$ cat config.mk
export PLATFORM = sky130hd
export DESIGN_NAME = debug_loader_unit_flat
export DESIGN_NICKNAME = d
export VERILOG_FILES = /design/src/rtl/debug_loader_if.sv /design/src/rtl/debug_loader_unit.sv /design/src/flat_wrapper.sv
export SDC_FILE = /design/constraint.sdc
export NUM_CORES = 1
export LEC_CHECK = 0
export CAP_MARGIN = 20
export CORE_ASPECT_RATIO = 0.5
export CORE_MARGIN = 5
export CORE_UTILIZATION = 49
export DETAILED_ROUTE_END_ITERATION = 12
export GPL_ROUTABILITY_DRIVEN = 0
export PLACE_DENSITY_LB_ADDON = 0.2
export SLEW_MARGIN = 20
export SYNTH_ARGS = -nofsm -noshare
export SYNTH_HDL_FRONTEND = slang
export SYNTH_SLANG_ARGS = --single-unit
$ cat constraint.sdc
create_clock -name clk -period 5.36 [get_ports clk]
set_clock_uncertainty 0.1 [all_clocks]
set_input_delay 1.608 -clock clk [delete_from_list [all_inputs] [get_ports clk]]
set_output_delay 1.608 -clock clk [all_outputs]
set_load 0.01 [all_outputs]
$ cat src/rtl/debug_loader_if.sv
// Host debug port bundle between debug_loader_unit and the UART/MIPS side.
// master: the loader's view; slave: the UART/CPU/memory side.
interface debug_loader_if #(
  parameter int unsigned len_data = 32,
  parameter int unsigned len_addr = 8
);
  logic [7:0]          rx_data;
  logic                rx_done;
  logic                tx_done;
  logic                halt_flag;
  logic [len_addr-1:0] in_pc;
  logic                debug_flag;
  logic [len_addr-1:0] in_addr_mem_inst;
  logic [len_data-1:0] in_ins_to_mem;
  logic                wea_ram_inst;
  logic                cpu_enable;
  logic [7:0]          tx_data;
  logic                tx_start;

  modport master (
    input  rx_data, rx_done, tx_done, halt_flag, in_pc,
    output debug_flag, in_addr_mem_inst, in_ins_to_mem, wea_ram_inst,
           cpu_enable, tx_data, tx_start
  );

  modport slave (
    output rx_data, rx_done, tx_done, halt_flag, in_pc,
    input  debug_flag, in_addr_mem_inst, in_ins_to_mem, wea_ram_inst,
           cpu_enable, tx_data, tx_start
  );
endinterface

$ cat src/rtl/debug_loader_unit.sv
// Debug loader: assembles UART bytes into instruction words, runs/steps the pipeline, reports PC.
// Optional macro DEBUG_LOADER_CYCLE_COUNT_EN appends a 32-bit enabled-cycle count after the PC byte.
module debug_loader_unit #(
  parameter int unsigned         len_data  = 32,
  parameter int unsigned         len_addr  = 8,
  parameter logic [len_data-1:0] HALT_WORD = len_data'(32'hFFFF_FFFF),
  parameter logic [7:0]          CMD_LOAD  = 8'h01,
  parameter logic [7:0]          CMD_RUN   = 8'h02,
  parameter logic [7:0]          CMD_STEP  = 8'h03
) (
  input logic             clk,
  input logic             reset,
  debug_loader_if.master  bus
);

  localparam int unsigned         NBYTES   = len_data / 8;
  localparam int unsigned         BCNT_W   = $clog2(NBYTES + 1);
  localparam logic [len_addr-1:0] ADDR_MAX = {len_addr{1'b1}};

  typedef enum logic [2:0] {
    S_IDLE,
    S_LOAD,
    S_WRITE,
    S_RUN,
    S_STEP,
    S_SEND,
    S_WAIT_TX
  } state_t;

  state_t              state_q, state_d;
  logic [BCNT_W-1:0]   byte_cnt_q, byte_cnt_d;
  logic [len_data-1:0] word_q, word_d;
  logic [len_addr-1:0] addr_q, addr_d;
  logic                debug_q, debug_d;
  logic                wea_q, wea_d;
  logic                cpu_en_q, cpu_en_d;
  logic [7:0]          tx_data_q, tx_data_d;
  logic                tx_start_q, tx_start_d;

`ifdef DEBUG_LOADER_CYCLE_COUNT_EN
  localparam logic [2:0] TX_LAST = 3'd4;
  logic [31:0] cyc_cnt_q, cyc_cnt_d;
  logic [2:0]  tx_idx_q, tx_idx_d;
  logic [7:0]  tx_byte_c;

  // Byte 0 is the PC, bytes 1..4 the cycle count MSB first.
  always_comb begin
    tx_byte_c = 8'(bus.in_pc);
    case (tx_idx_q)
      3'd1:    tx_byte_c = cyc_cnt_q[31:24];
      3'd2:    tx_byte_c = cyc_cnt_q[23:16];
      3'd3:    tx_byte_c = cyc_cnt_q[15:8];
      3'd4:    tx_byte_c = cyc_cnt_q[7:0];
      default: tx_byte_c = 8'(bus.in_pc);
    endcase
  end
`endif

  // State register and all registered outputs.
  always_ff @(posedge clk) begin
    if (reset) begin
      state_q    <= S_IDLE;
      byte_cnt_q <= '0;
      word_q     <= '0;
      addr_q     <= '0;
      debug_q    <= 1'b0;
      wea_q      <= 1'b0;
      cpu_en_q   <= 1'b0;
      tx_data_q  <= '0;
      tx_start_q <= 1'b0;
`ifdef DEBUG_LOADER_CYCLE_COUNT_EN
      cyc_cnt_q  <= '0;
      tx_idx_q   <= '0;
`endif
    end else begin
      state_q    <= state_d;
      byte_cnt_q <= byte_cnt_d;
      word_q     <= word_d;
      addr_q     <= addr_d;
      debug_q    <= debug_d;
      wea_q      <= wea_d;
      cpu_en_q   <= cpu_en_d;
      tx_data_q  <= tx_data_d;
      tx_start_q <= tx_start_d;
`ifdef DEBUG_LOADER_CYCLE_COUNT_EN
      cyc_cnt_q  <= cyc_cnt_d;
      tx_idx_q   <= tx_idx_d;
`endif
    end
  end

  // Next-state and next-output logic; strobes default low every cycle.
  always_comb begin
    state_d    = state_q;
    byte_cnt_d = byte_cnt_q;
    word_d     = word_q;
    addr_d     = addr_q;
    debug_d    = debug_q;
    wea_d      = 1'b0;
    cpu_en_d   = 1'b0;
    tx_data_d  = tx_data_q;
    tx_start_d = 1'b0;
`ifdef DEBUG_LOADER_CYCLE_COUNT_EN
    cyc_cnt_d  = cpu_en_q ? cyc_cnt_q + 32'd1 : cyc_cnt_q;
    tx_idx_d   = tx_idx_q;
`endif

    case (state_q)
      S_IDLE: begin
        if (bus.rx_done) begin
          if (bus.rx_data == CMD_LOAD) begin
            state_d    = S_LOAD;
            debug_d    = 1'b1;
            addr_d     = '0;
            byte_cnt_d = '0;
            word_d     = '0;
          end else if (bus.rx_data == CMD_RUN) begin
            state_d  = S_RUN;
            // A halt already pending means the pipeline is never enabled.
            cpu_en_d = ~bus.halt_flag;
`ifdef DEBUG_LOADER_CYCLE_COUNT_EN
            cyc_cnt_d = '0;
            tx_idx_d  = '0;
`endif
          end else if (bus.rx_data == CMD_STEP) begin
            state_d  = S_STEP;
            cpu_en_d = 1'b1;
`ifdef DEBUG_LOADER_CYCLE_COUNT_EN
            cyc_cnt_d = '0;
            tx_idx_d  = '0;
`endif
          end
        end
      end

      S_LOAD: begin
        if (bus.rx_done) begin
          word_d = {word_q[len_data-9:0], bus.rx_data};
          if (byte_cnt_q == BCNT_W'(NBYTES - 1)) begin
            state_d    = S_WRITE;
            wea_d      = 1'b1;
            byte_cnt_d = '0;
          end else begin
            byte_cnt_d = byte_cnt_q + BCNT_W'(1);
          end
        end
      end

      S_WRITE: begin
        // Write strobe is high this cycle; the halt word itself is stored.
        if ((word_q == HALT_WORD) || (addr_q == ADDR_MAX)) begin
          state_d = S_IDLE;
          debug_d = 1'b0;
          addr_d  = '0;
        end else begin
          state_d = S_LOAD;
          addr_d  = addr_q + len_addr'(1);
        end
      end

      S_RUN: begin
        if (bus.halt_flag) begin
          state_d = S_SEND;
        end else begin
          cpu_en_d = 1'b1;
        end
      end

      S_STEP: begin
        state_d = S_SEND;
      end

      S_SEND: begin
        tx_start_d = 1'b1;
        state_d    = S_WAIT_TX;
`ifdef DEBUG_LOADER_CYCLE_COUNT_EN
        tx_data_d  = tx_byte_c;
`else
        tx_data_d  = 8'(bus.in_pc);
`endif
      end

      S_WAIT_TX: begin
        if (bus.tx_done) begin
`ifdef DEBUG_LOADER_CYCLE_COUNT_EN
          if (tx_idx_q == TX_LAST) begin
            state_d  = S_IDLE;
            tx_idx_d = '0;
          end else begin
            state_d  = S_SEND;
            tx_idx_d = tx_idx_q + 3'd1;
          end
`else
          state_d = S_IDLE;
`endif
        end
      end

      default: state_d = S_IDLE;
    endcase
  end

  assign bus.debug_flag       = debug_q;
  assign bus.in_addr_mem_inst = addr_q;
  assign bus.in_ins_to_mem    = word_q;
  assign bus.wea_ram_inst     = wea_q;
  assign bus.cpu_enable       = cpu_en_q;
  assign bus.tx_data          = tx_data_q;
  assign bus.tx_start         = tx_start_q;

endmodule

$ cat src/flat_wrapper.sv
// flat-port wrapper written by rule: the top's interface ports become plain ports
module debug_loader_unit_flat 
#(
  parameter int unsigned         len_data  = 32,
  parameter int unsigned         len_addr  = 8,
  parameter logic [len_data-1:0] HALT_WORD = len_data'(32'hFFFF_FFFF),
  parameter logic [7:0]          CMD_LOAD  = 8'h01,
  parameter logic [7:0]          CMD_RUN   = 8'h02,
  parameter logic [7:0]          CMD_STEP  = 8'h03
)
  (clk, reset, bus_rx_data, bus_rx_done, bus_tx_done, bus_halt_flag, bus_in_pc, bus_debug_flag, bus_in_addr_mem_inst, bus_in_ins_to_mem, bus_wea_ram_inst, bus_cpu_enable, bus_tx_data, bus_tx_start);
  debug_loader_if #(.len_data(len_data), .len_addr(len_addr)) bus_i ();
  input logic clk;
  input logic reset;
  input wire logic [$bits(bus_i.rx_data)-1:0] bus_rx_data;
  input wire logic [$bits(bus_i.rx_done)-1:0] bus_rx_done;
  input wire logic [$bits(bus_i.tx_done)-1:0] bus_tx_done;
  input wire logic [$bits(bus_i.halt_flag)-1:0] bus_halt_flag;
  input wire logic [$bits(bus_i.in_pc)-1:0] bus_in_pc;
  output wire logic [$bits(bus_i.debug_flag)-1:0] bus_debug_flag;
  output wire logic [$bits(bus_i.in_addr_mem_inst)-1:0] bus_in_addr_mem_inst;
  output wire logic [$bits(bus_i.in_ins_to_mem)-1:0] bus_in_ins_to_mem;
  output wire logic [$bits(bus_i.wea_ram_inst)-1:0] bus_wea_ram_inst;
  output wire logic [$bits(bus_i.cpu_enable)-1:0] bus_cpu_enable;
  output wire logic [$bits(bus_i.tx_data)-1:0] bus_tx_data;
  output wire logic [$bits(bus_i.tx_start)-1:0] bus_tx_start;
  assign bus_i.rx_data = bus_rx_data;
  assign bus_i.rx_done = bus_rx_done;
  assign bus_i.tx_done = bus_tx_done;
  assign bus_i.halt_flag = bus_halt_flag;
  assign bus_i.in_pc = bus_in_pc;
  assign bus_debug_flag = bus_i.debug_flag;
  assign bus_in_addr_mem_inst = bus_i.in_addr_mem_inst;
  assign bus_in_ins_to_mem = bus_i.in_ins_to_mem;
  assign bus_wea_ram_inst = bus_i.wea_ram_inst;
  assign bus_cpu_enable = bus_i.cpu_enable;
  assign bus_tx_data = bus_i.tx_data;
  assign bus_tx_start = bus_i.tx_start;
  debug_loader_unit #(.len_data(len_data), .len_addr(len_addr), .HALT_WORD(HALT_WORD), .CMD_LOAD(CMD_LOAD), .CMD_RUN(CMD_RUN), .CMD_STEP(CMD_STEP)) u_core (.clk(clk), .reset(reset), .bus(bus_i));
endmodule
# --- Word level (Yosys, flattened, before mapping) ---
# Index checks and enable logic that the tools add are counted.
totals:
  regBits: 58
  out_inout_bits: 52
  wordCells: 78
  n_memories: 0
  mem_bits_rw: 0
  latchBits: 0
  romBits: 0
  in_bits: 21
op_classes:
  div: 0
  n_reduce_logical: 9
  eq_ne: 20
  multipliers: 0
  addsub: 2
  magnitude_cmp: 0
  bitwise_logic: 3
  mux: 35
  n_shift: 0
ops:
  columns: ["operator", "count"]
  rows:
  - ["32-bit 2-to-1 mux", 3]
  - ["32-bit case mux with 2 select lines", 1]
  - ["3-bit 2-to-1 mux", 12]
  - ["32-bit == test (second input constant)", 1]
  - ["8-bit 2-to-1 mux", 3]
  - ["3-bit case mux with 7 select lines", 1]
  - ["8-bit by 2-bit == test with 1-bit output (second input constant)", 2]
  - ["8-bit case mux with 2 select lines", 1]
  - ["1-bit 2-to-1 mux", 11]
  - ["3-bit by 2-bit == test with 1-bit output (second input constant)", 3]
  - ["3-bit == test (second input constant)", 3]
  - ["8-bit by 1-bit adder with 8-bit output (second input constant)", 1]
  - ["8-bit by 1-bit == test with 1-bit output (second input constant)", 1]
  - ["8-bit == test (second input constant)", 1]
  - ["2-bit inequality test (second input constant)", 4]
  - ["4-bit AND reduction", 2]
  - ["2-bit by 1-bit inequality test with 1-bit output (second input constant)", 3]
  - ["3-bit case mux with 2 select lines", 1]
  - ["6-bit AND reduction", 1]
  - ["4-bit by 1-bit inequality test with 1-bit output (second input constant)", 1]
  - ["1-bit case mux with 2 select lines", 2]
  - ["2-bit nonzero test", 2]
  - ["3-bit by 1-bit adder with 3-bit output (second input constant)", 1]
  - ["3-bit by 1-bit == test with 1-bit output (second input constant)", 1]
  - ["5 further kinds", 7]

# --- Depth between registers and ports, before layout ---
# Gate-level depths: netlist of run 1.
logic_depth:
  word_depth: 6
  ltp_mapped: 7
  mapped_depth_nobuf: 6

# --- Worst setup path after synthesis of run 1 ---
# OpenSTA, ideal clock, no wires.
synth_timing:
  kind: "input -> register"
  startpoint: "in bus_rx_data[2]"
  endpoint: "reg u_core.state_q[1]"
  required_ns: 5.190
  arrival_ns: 3.166
  setup_time_ns: 0.070
  n_path_buf: 0
  stages: 5
  setup_slack_ns: 2.023
  cell_sequence: "or4_4 > o41ai_4 > nand3_2 > or4_1 > a21oi_1"
synth_via:
  elab_chain_len: 5
  elab_cells_between_ends: 9
  cone_classes: "eq/ne (4); mux (4); reduce/logical (1)"
synth_rtl:
  columns: ["item", "line_no", "rtl"]
  rows:
  - ["start, declared", "flat_wrapper.sv:15", "input wire logic [$bits(bus_i.rx_data)-1:0] bus_rx_data;"]
  - ["8-bit by 2-bit == test with 1-bit output", "debug_loader_unit.sv:117", "end else if (bus.rx_data == CMD_RUN) begin"]
  - ["3-bit 2-to-1 mux", "debug_loader_unit.sv:117", null]
  - ["3-bit 2-to-1 mux", "debug_loader_unit.sv:111", "if (bus.rx_data == CMD_LOAD) begin"]
  - ["3-bit 2-to-1 mux", "debug_loader_unit.sv:110", "if (bus.rx_done) begin"]
  - ["3-bit case mux with 7 select lines", "debug_loader_unit.sv:108", "case (state_q)"]
  - ["end signal, assigned", "debug_loader_unit.sv:76", "state_q <= state_d;"]
  - ["end, declared", "debug_loader_unit.sv:30", "state_t state_q, state_d;"]
# Parallel ways exist; a longest one is shown, timed or not. The select of a mux whose other input is x is not followed.
# A chain may end at the register's enable or synchronous reset.

# --- Worst setup path after layout of run 1 ---
layout_timing:
  startpoint: "in bus_rx_data[1]"
  endpoint: "reg u_core.word_q[0] (netlist: u_core.bus.in_ins_to_mem[0])"
layout_via:
  elab_chain_len: 3
layout_rtl:
  columns: ["item", "line_no", "rtl"]
  rows:
  - ["8-bit by 1-bit == test with 1-bit output", "debug_loader_unit.sv:111", null]
  - ["2-bit by 1-bit inequality test with 1-bit output (no line)", null, null]
  - ["4-bit AND reduction (no line)", null, null]
  - ["end signal, assigned", "debug_loader_unit.sv:78", "word_q <= word_d;"]
  - ["end, declared", "debug_loader_unit.sv:32", "logic [len_data-1:0] word_q, word_d;"]
# No other way between the ends.

==> impl_metrics.csv, run 1 <==
group,metric,value,unit
cts,hold_buffers,0,
sta,fin_hold_ws,0.366,ns
grt,grt-ovfl-total,0,
synthesis,syn_area_per_cell,8.28,um2
setup_path,cp_max_fo,18,
synthesis,synth_warnings,0,
setup_path,r2r_end,"u_core.bus.in_addr_mem_inst[3]$_SDFFE_PP0P_",
cts,numCtsBuffers,9,
route,drt-total-wl,6090,um
cts,path_clk_slew,0.06,ns
final_layout,syn2layout_area_growth,38.0,%
route,wire_per_inst,13.9,um
cts,cts_root_buf,"clkbuf_8",
final_layout,diodes,0,
floorplanning,die_area,6680,um2
cts,post-cts-setup-buffers,0,
synthesis,synth_top_cell_area_share,0.468,
cts,cts_max_path_buffers,2,
cts,postCtsResizedCells,0,
placement,place_ws,1.32,ns
grt,antenna_found_initial,0,
setup_path,worstPathArrival,3.89,ns
setup_path,max_stage_delay,0.51,ns
worst_hold_path,hold-path-endpoint,"u_core.bus.in_ins_to_mem[31]$_SDFFE_PP0P_",
worst_hold_path,hold_start,"u_core.bus.in_ins_to_mem[31]$_SDFFE_PP0P_",
final_layout,fill_cells,421,
sta,setup_viol,0,
setup_path,critical-path-top-delay-family,"buffers and inverters",
route,vias_per_cell,5.37,
worst_hold_path,hold_depth,2,
synthesis,synth-main-ff-cell,"dfxtp_1",
route,vias,2352,
cts,cts.sinks,58,
synthesis,ys_ff_latch,58,
worst_hold_path,hold_path_class,"reg2reg",
floorplanning,fp-row-count,18,
route,drtIter0Drc,130,
setup_path,worstSetupStartpointType,"input pin",
outcome,status,"finished, final reports clean",
grt,grt_pass1_vias,2136,
route,dr.pass1.iters,4,
sta,maxClockFrequency,267,MHz
power,ir_drop,176,uV
synthesis,synth_cell_types,39,
power,cellPowerDensity,248,nW/um2
final_layout,multi_input_area,1240,um2
route,drc_errors,0,
sta,drv_slew,0,
cts,clock_latency,0.32,ns
setup_path,reg2reg_depth,4,
floorplanning,die_h,60.3,um
sta,rsz0062_at_grt,"no",
floorplanning,pin_count,73,
sta,period_minus_slack,3.75,ns
grt,track_usage,0.185,
flow_run,maxCapViolations,0,
synthesis,synthTopCellsByArea,"dfxtp_1, a21oi_1, nand3_1",
power,power,850,uW
sta,max_slew.worst_pin.slew,0.892,ns
placement,hpwl,4410,um
grt,grt_max_degree,53,
synthesis,ys_seq_area_frac,0.468,
grt,grt_first_pass_wirelength,9990,um
sta,slew_headroom,0.403,
sta,setup_tns,0,ns
setup_path,required,5.50,ns
power,p_leak,1.17,nW
setup_path,endpoint_kind,"register",
sta,finalCritPeriodShare,0.700,
synthesis,async_flop_share,0,
route,ant_nets,0,
setup_path,crit_path_top_delay_cell,"clkdlybuf4s50_1",
setup_path,crit_buf_inv,2,
sta,setup_ws,1.61,ns
setup_path,setup.worst_path.class,"in2reg",
synthesis,synth_top_cell_by_area,"dfxtp_1",
setup_path,r2r_slack,3.15,ns
floorplanning,dieWidth,111,um
cts,cts.htree.levels,3,
cts,cts_tree,"built",
synthesis,mappedNetlistArea,2480,um2
setup_path,reg2reg_from,"u_core.state_q[0]$_SDFFE_PP0P_",
final_layout,post_route_cells_drive_above_1_share,0.0679,
synthesis,synth_edf_count,0,
sta,finalHoldViolCount,0,
final_layout,seq_area,1160,um2
floorplanning,initial_core_util,0.506,
setup_path,cp_cell_sequence,"clkdlybuf4s50_1 > nor4b_1 > and2_1 > o21a_1 > buf_4 > nand3_1 > a21oi_1",
final_layout,final_nets,388,
synthesis,syn_nets,323,
floorplanning,coreArea,4910,um2
placement,io_buffers,72,
synthesis,synth_cells,300,
[power by group]
part           internal (mW)  switching, mW
Combinational         0.0168         0.0159
Sequential             0.431       0.000508
Clock                  0.233          0.153
[worst min-delay path, cell delays in order (launching register included)]
cell and delay, ns:
dfxtp_1 0.32, nand2_1 0.05, a21oi_1 0.05
[layout make-up]
cell class,count,area share
sequential,58,0.339
timing repair buffer,75,0.215
inverter,3,0.00328
tap,70,0.0255
clock buffer,11,0.0442
multi-input combinational,218,0.361
clock inverter,3,0.0117
[Yosys cell counts, types with 2 or more instances]
cell	count
o21ai_0	2
xnor2_1	7
nand3_1	37
nand2_1	38
buf_2	2
inv_1	3
nand2b_1	4
dfxtp_1	58
ha_1	2
or3_1	3
nor3b_1	3
a31oi_1	2
nor4b_1	2
nand4_1	9
nor4_1	3
or4_4	2
mux2i_1	9
nor4bb_1	2
clkbuf_1	18
nor3_1	6
a21oi_1	40
and4_1	2
nor2_1	30
[per-layer routing]
metal / up-vias / part of all wire / global-route usage
met5: - / 0 / 0
met4: 0 / 0.0067 / 0.0474
met3: 8 / 0.081 / 0.0797
met2: 68 / 0.47 / 0.316
met1: 1093 / 0.44 / 0.220
li1: 1183 / - / -
[worst max-delay path by stage]
stage | slack (ns) | to | cells after the start | startpoint
2_1_floorplan | 2.02 | u_core.state_q[1]$_SDFFE_PP0P_ | 5 | bus_rx_data[2]
3_3_place_gp | 1.38 | u_core.bus.in_ins_to_mem[25]$_SDFFE_PP0P_ | 7 | bus_rx_data[1]
3_5_place_dp | 1.32 | u_core.bus.in_ins_to_mem[25]$_SDFFE_PP0P_ | 7 | bus_rx_data[1]
4_1_cts | 1.63 | u_core.bus.in_ins_to_mem[0]$_SDFFE_PP0P_ | 7 | bus_rx_data[1]
5_1_grt | 1.45 | u_core.bus.in_ins_to_mem[7]$_SDFFE_PP0P_ | 7 | bus_rx_data[7]
6_report | 1.61 | u_core.bus.in_ins_to_mem[0]$_SDFFE_PP0P_ | 7 | bus_rx_data[1]
[cells in the final DEF (no fill, tap or decap), drive strengths merged, types with 2 or more instances in the layout]
cell type | Yosys | layout
a211oi | 2 | 2
a21oi | 40 | 40
a31oi | 2 | 2
and4 | 2 | 2
buf | 3 | 4
clkbuf | 18 | 11
clkdlybuf4s50 | 0 | 71
clkinv | 0 | 2
dfxtp | 58 | 58
ha | 2 | 2
inv | 3 | 3
mux2i | 9 | 9
nand2 | 38 | 38
nand2b | 4 | 4
nand3 | 38 | 38
nand4 | 9 | 9
nor2 | 30 | 30
nor3 | 6 | 6
nor3b | 3 | 3
nor4 | 3 | 3
nor4b | 2 | 2
nor4bb | 2 | 2
o21ai | 3 | 3
or3 | 3 | 3
or4 | 3 | 3
xnor2 | 7 | 7
[per-stage QoR]
| stage | utilization | std cells | area (um2) |
|---|---|---|---|
| 6_report | 0.698 | 438 | 3430 |
| 3_5_place_dp | 0.659 | 424 | 3240 |
| 5_1_grt | 0.698 | 438 | 3430 |
| 3_3_place_gp | 0.659 | 424 | 3240 |
| 4_1_cts | 0.698 | 438 | 3430 |
| 2_1_floorplan | - | 300 | 2480 |
[sequential cells by signal, indices dropped and copies added (netlist names)]
name and flops:
u_core.bus.tx_data 8, u_core.bus.in_ins_to_mem 32, u_core.bus.debug_flag 1, u_core.byte_cnt_q 3, u_core.bus.tx_start 1, u_core.bus.wea_ram_inst 1
u_core.state_q 3, u_core.bus.in_addr_mem_inst 8, u_core.bus.cpu_enable 1
[kinds of logic after synthesis]
group	count (synthesis)	synth area share
AND/OR/NAND/NOR	145	0.291
flip-flops	58	0.468
AO/OA/AOI/OAI	54	0.130
buffers and inverters	24	0.0373
multiplexers	9	0.0363
XOR/XNOR	8	0.0282
adder cells (fa/ha/maj)	2	0.0101
Note: power is estimated with default switching activity, not from simulation.
==> run 2, diff against run 1 <==
--- a/config.mk
+++ b/config.mk
@@ -8,7 +8,7 @@
 export CAP_MARGIN = 20
 export CORE_ASPECT_RATIO = 0.5
 export CORE_MARGIN = 5
-export CORE_UTILIZATION = 49
+export CORE_UTILIZATION = 42
 export DETAILED_ROUTE_END_ITERATION = 12
 export GPL_ROUTABILITY_DRIVEN = 0
 export PLACE_DENSITY_LB_ADDON = 0.2
==> constraint.sdc (replaced) <==
create_clock -name clk -period 3.41 [get_ports clk]
set_clock_uncertainty 0.1 [all_clocks]
set_input_delay 1.023 -clock clk [delete_from_list [all_inputs] [get_ports clk]]
set_output_delay 1.023 -clock clk [all_outputs]
set_load 0.01 [all_outputs]
==> impl_metrics.csv, run 2 (synthesized netlist as in run 1, its figures left out) <==
group,metric,value,unit
outcome,status,"finished, final reports clean",
sta,max_slew.worst_pin.slew,0.843,ns
cts,hold_buffers,0,
grt,grt_use_met2,0.298,
cts,clock_latency,0.32,ns
setup_path,reg2reg_from,"u_core.state_q[2]$_SDFFE_PP0P_",
sta,period_minus_slack,2.97,ns
final_layout,final_cell_mix,"clkdlybuf4s50_1, dfxtp_1, a21oi_1, nand2_1, nand3_1",
cts,cts.sinks,58,
sta,drv_slew,0,
floorplanning,coreArea,5610,um2
power,ir_drop,348,uV
floorplanning,fp-row-count,19,
final_layout,post_route_cells_drive_above_1_share,0.0902,
power,pwr-share-clk,0.575,
setup_path,crit_start,"bus_rx_data[3]",
setup_path,required,3.56,ns
setup_path,setup.worst_path.class,"in2reg",
power,power,1.74,mW
grt,grt_pass1_vias,2347,
worst_hold_path,hold_path_class,"reg2reg",
final_layout,seq_area,1160,um2
final_layout,final_util,0.650,
sta,slew_headroom,0.435,
sta,setup_viol,0,
final_layout,diodes,0,
sta,setup_tns,0,ns
cts,cts.htree.levels,3,
sta,maxClockFrequency,337,MHz
setup_path,worstPathArrival,3.12,ns
worst_hold_path,hold_start,"u_core.byte_cnt_q[1]$_SDFFE_PP0P_",
setup_path,crit_path_top_delay_cell,"or4_4",
route,vias,2404,
power,p_switching,330,uW
power,p_leak,1.27,nW
cts,cts_max_path_buffers,2,
sta,finalHoldViolCount,0,
cts,cts_root_buf,"clkbuf_16",
grt,grt_first_pass_wirelength,11000,um
floorplanning,dieWidth,119,um
placement,hpwl,4570,um
grt,grt-ovfl-total,0,
route,vias_per_cell,5.34,
power,p_sw_frac,0.190,
setup_path,cp_max_fo,5,
cts,post-cts-setup-buffers,0,
flow_run,maxCapViolations,0,
floorplanning,die_h,64.4,um
grt,grt_max_degree,35,
grt,antenna_found_initial,0,
route,drtIter0Drc,247,
sta,rsz0062_at_grt,"no",
final_layout,final_nets,395,
setup_path,cp_cell_sequence,"clkdlybuf4s50_1 > or4_4 > o41ai_4 > nand3_2 > or4_1 > a21oi_1",
power,cellPowerDensity,477,nW/um2
route,ant_nets,0,
setup_path,endpoint_kind,"register",
final_layout,final_common_cell,"clkdlybuf4s50_1",
floorplanning,die_area,7640,um2
power,combPwrFrac,0.034,
grt,track_usage,0.179,
cts,postCtsResizedCells,0,
final_layout,syn2layout_area_growth,46.8,%
power,p_int,1.41,mW
sta,finalCritPeriodShare,0.870,
placement,io_buffers,72,
final_layout,fill_cells,478,
floorplanning,pin_count,73,
route,wire_per_inst,14.7,um
setup_path,max_stage_delay,0.56,ns
cts,cts_tree,"built",
grt,met3_usage,0.0687,
route,drt-total-wl,6630,um
setup_path,crit_buf_inv,1,
setup_path,worstSetupStartpointType,"input pin",
route,dr.pass1.iters,4,
cts,path_clk_slew,0.05,ns
grt,grt_busiest_layer,"met2",
floorplanning,initial_core_util,0.443,
final_layout,largest_reg_flops,32,
power,seqPwrFrac,0.391,
cts,numCtsBuffers,9,
setup_path,critical-path-top-delay-family,"simple AND/OR/NAND/NOR gates",
final_layout,multi_input_area,1240,um2
grt,met1_usage,0.212,
route,drc_errors,0,
==> run 2: changes by cell type in the layout (fill, tap and decap cells not counted), sizes merged <==
cell and change:
buf +7, bufinv +1, clkbuf +1, clkinv -1
clkinvlp +1
==> run 2: layout make-up <==
cell class,instances,share of cell area
multi-input cells,218,0.340
flip-flops and latches,58,0.319
repair buffers,82,0.220
clock buffers,12,0.0731
well taps,73,0.0251
clock inverters,4,0.0199
inverters,3,0.00309
==> run 2: metal layers <==
metal	up-vias	wire (um)
met5	-	0
met4	0	32
met3	4	417
met2	75	3290
met1	1121	2890
li1	1204	-
==> run 2: worst paths after layout <==
kind,to,slack [ns],depth (start not counted)
setup reg to reg,u_core.state_q[1]$_SDFFE_PP0P_,1.31,6
setup / recovery,u_core.state_q[1]$_SDFFE_PP0P_,0.44,6
hold / removal,u_core.byte_cnt_q[1]$_SDFFE_PP0P_,0.36,2
hold reg to reg,u_core.byte_cnt_q[1]$_SDFFE_PP0P_,0.36,2
==> run 2: power by group through the flow <==
stage	Combinational, mW	Clock, mW	Sequential (mW)
2_1_floorplan	0.0211	0	0.693
3_3_place_gp	0.0580	0	0.694
3_5_place_dp	0.0584	0	0.694
4_1_cts	0.0587	1.02	0.679
5_1_grt	0.0630	1.05	0.679
6_report	0.0587	0.999	0.680
==> run 2: metrics by stage <==
| stage | setup WS [ns] | hold WS, ns | area (um2) | instances |
|---|---|---|---|---|
| 3_5_place_dp | 0.114 | 0.359 | 3310 | 434 |
| 5_1_grt | 0.357 | 0.385 | 3640 | 450 |
| 4_1_cts | 0.457 | 0.367 | 3640 | 450 |
| 3_3_place_gp | 0.141 | 0.345 | 3310 | 434 |
| 6_report | 0.443 | 0.364 | 3640 | 450 |
| 2_1_floorplan | 0.658 | 0.336 | 2480 | 300 |
==> run 2: worst register-to-register path, cell delays in order, from the launching register on <==
cell,delay [ns]
dfxtp_1,0.66
nor3b_2,0.10
buf_4,0.27
nand2_1,0.15
nand3_2,0.11
or4_1,0.48
a21oi_1,0.15
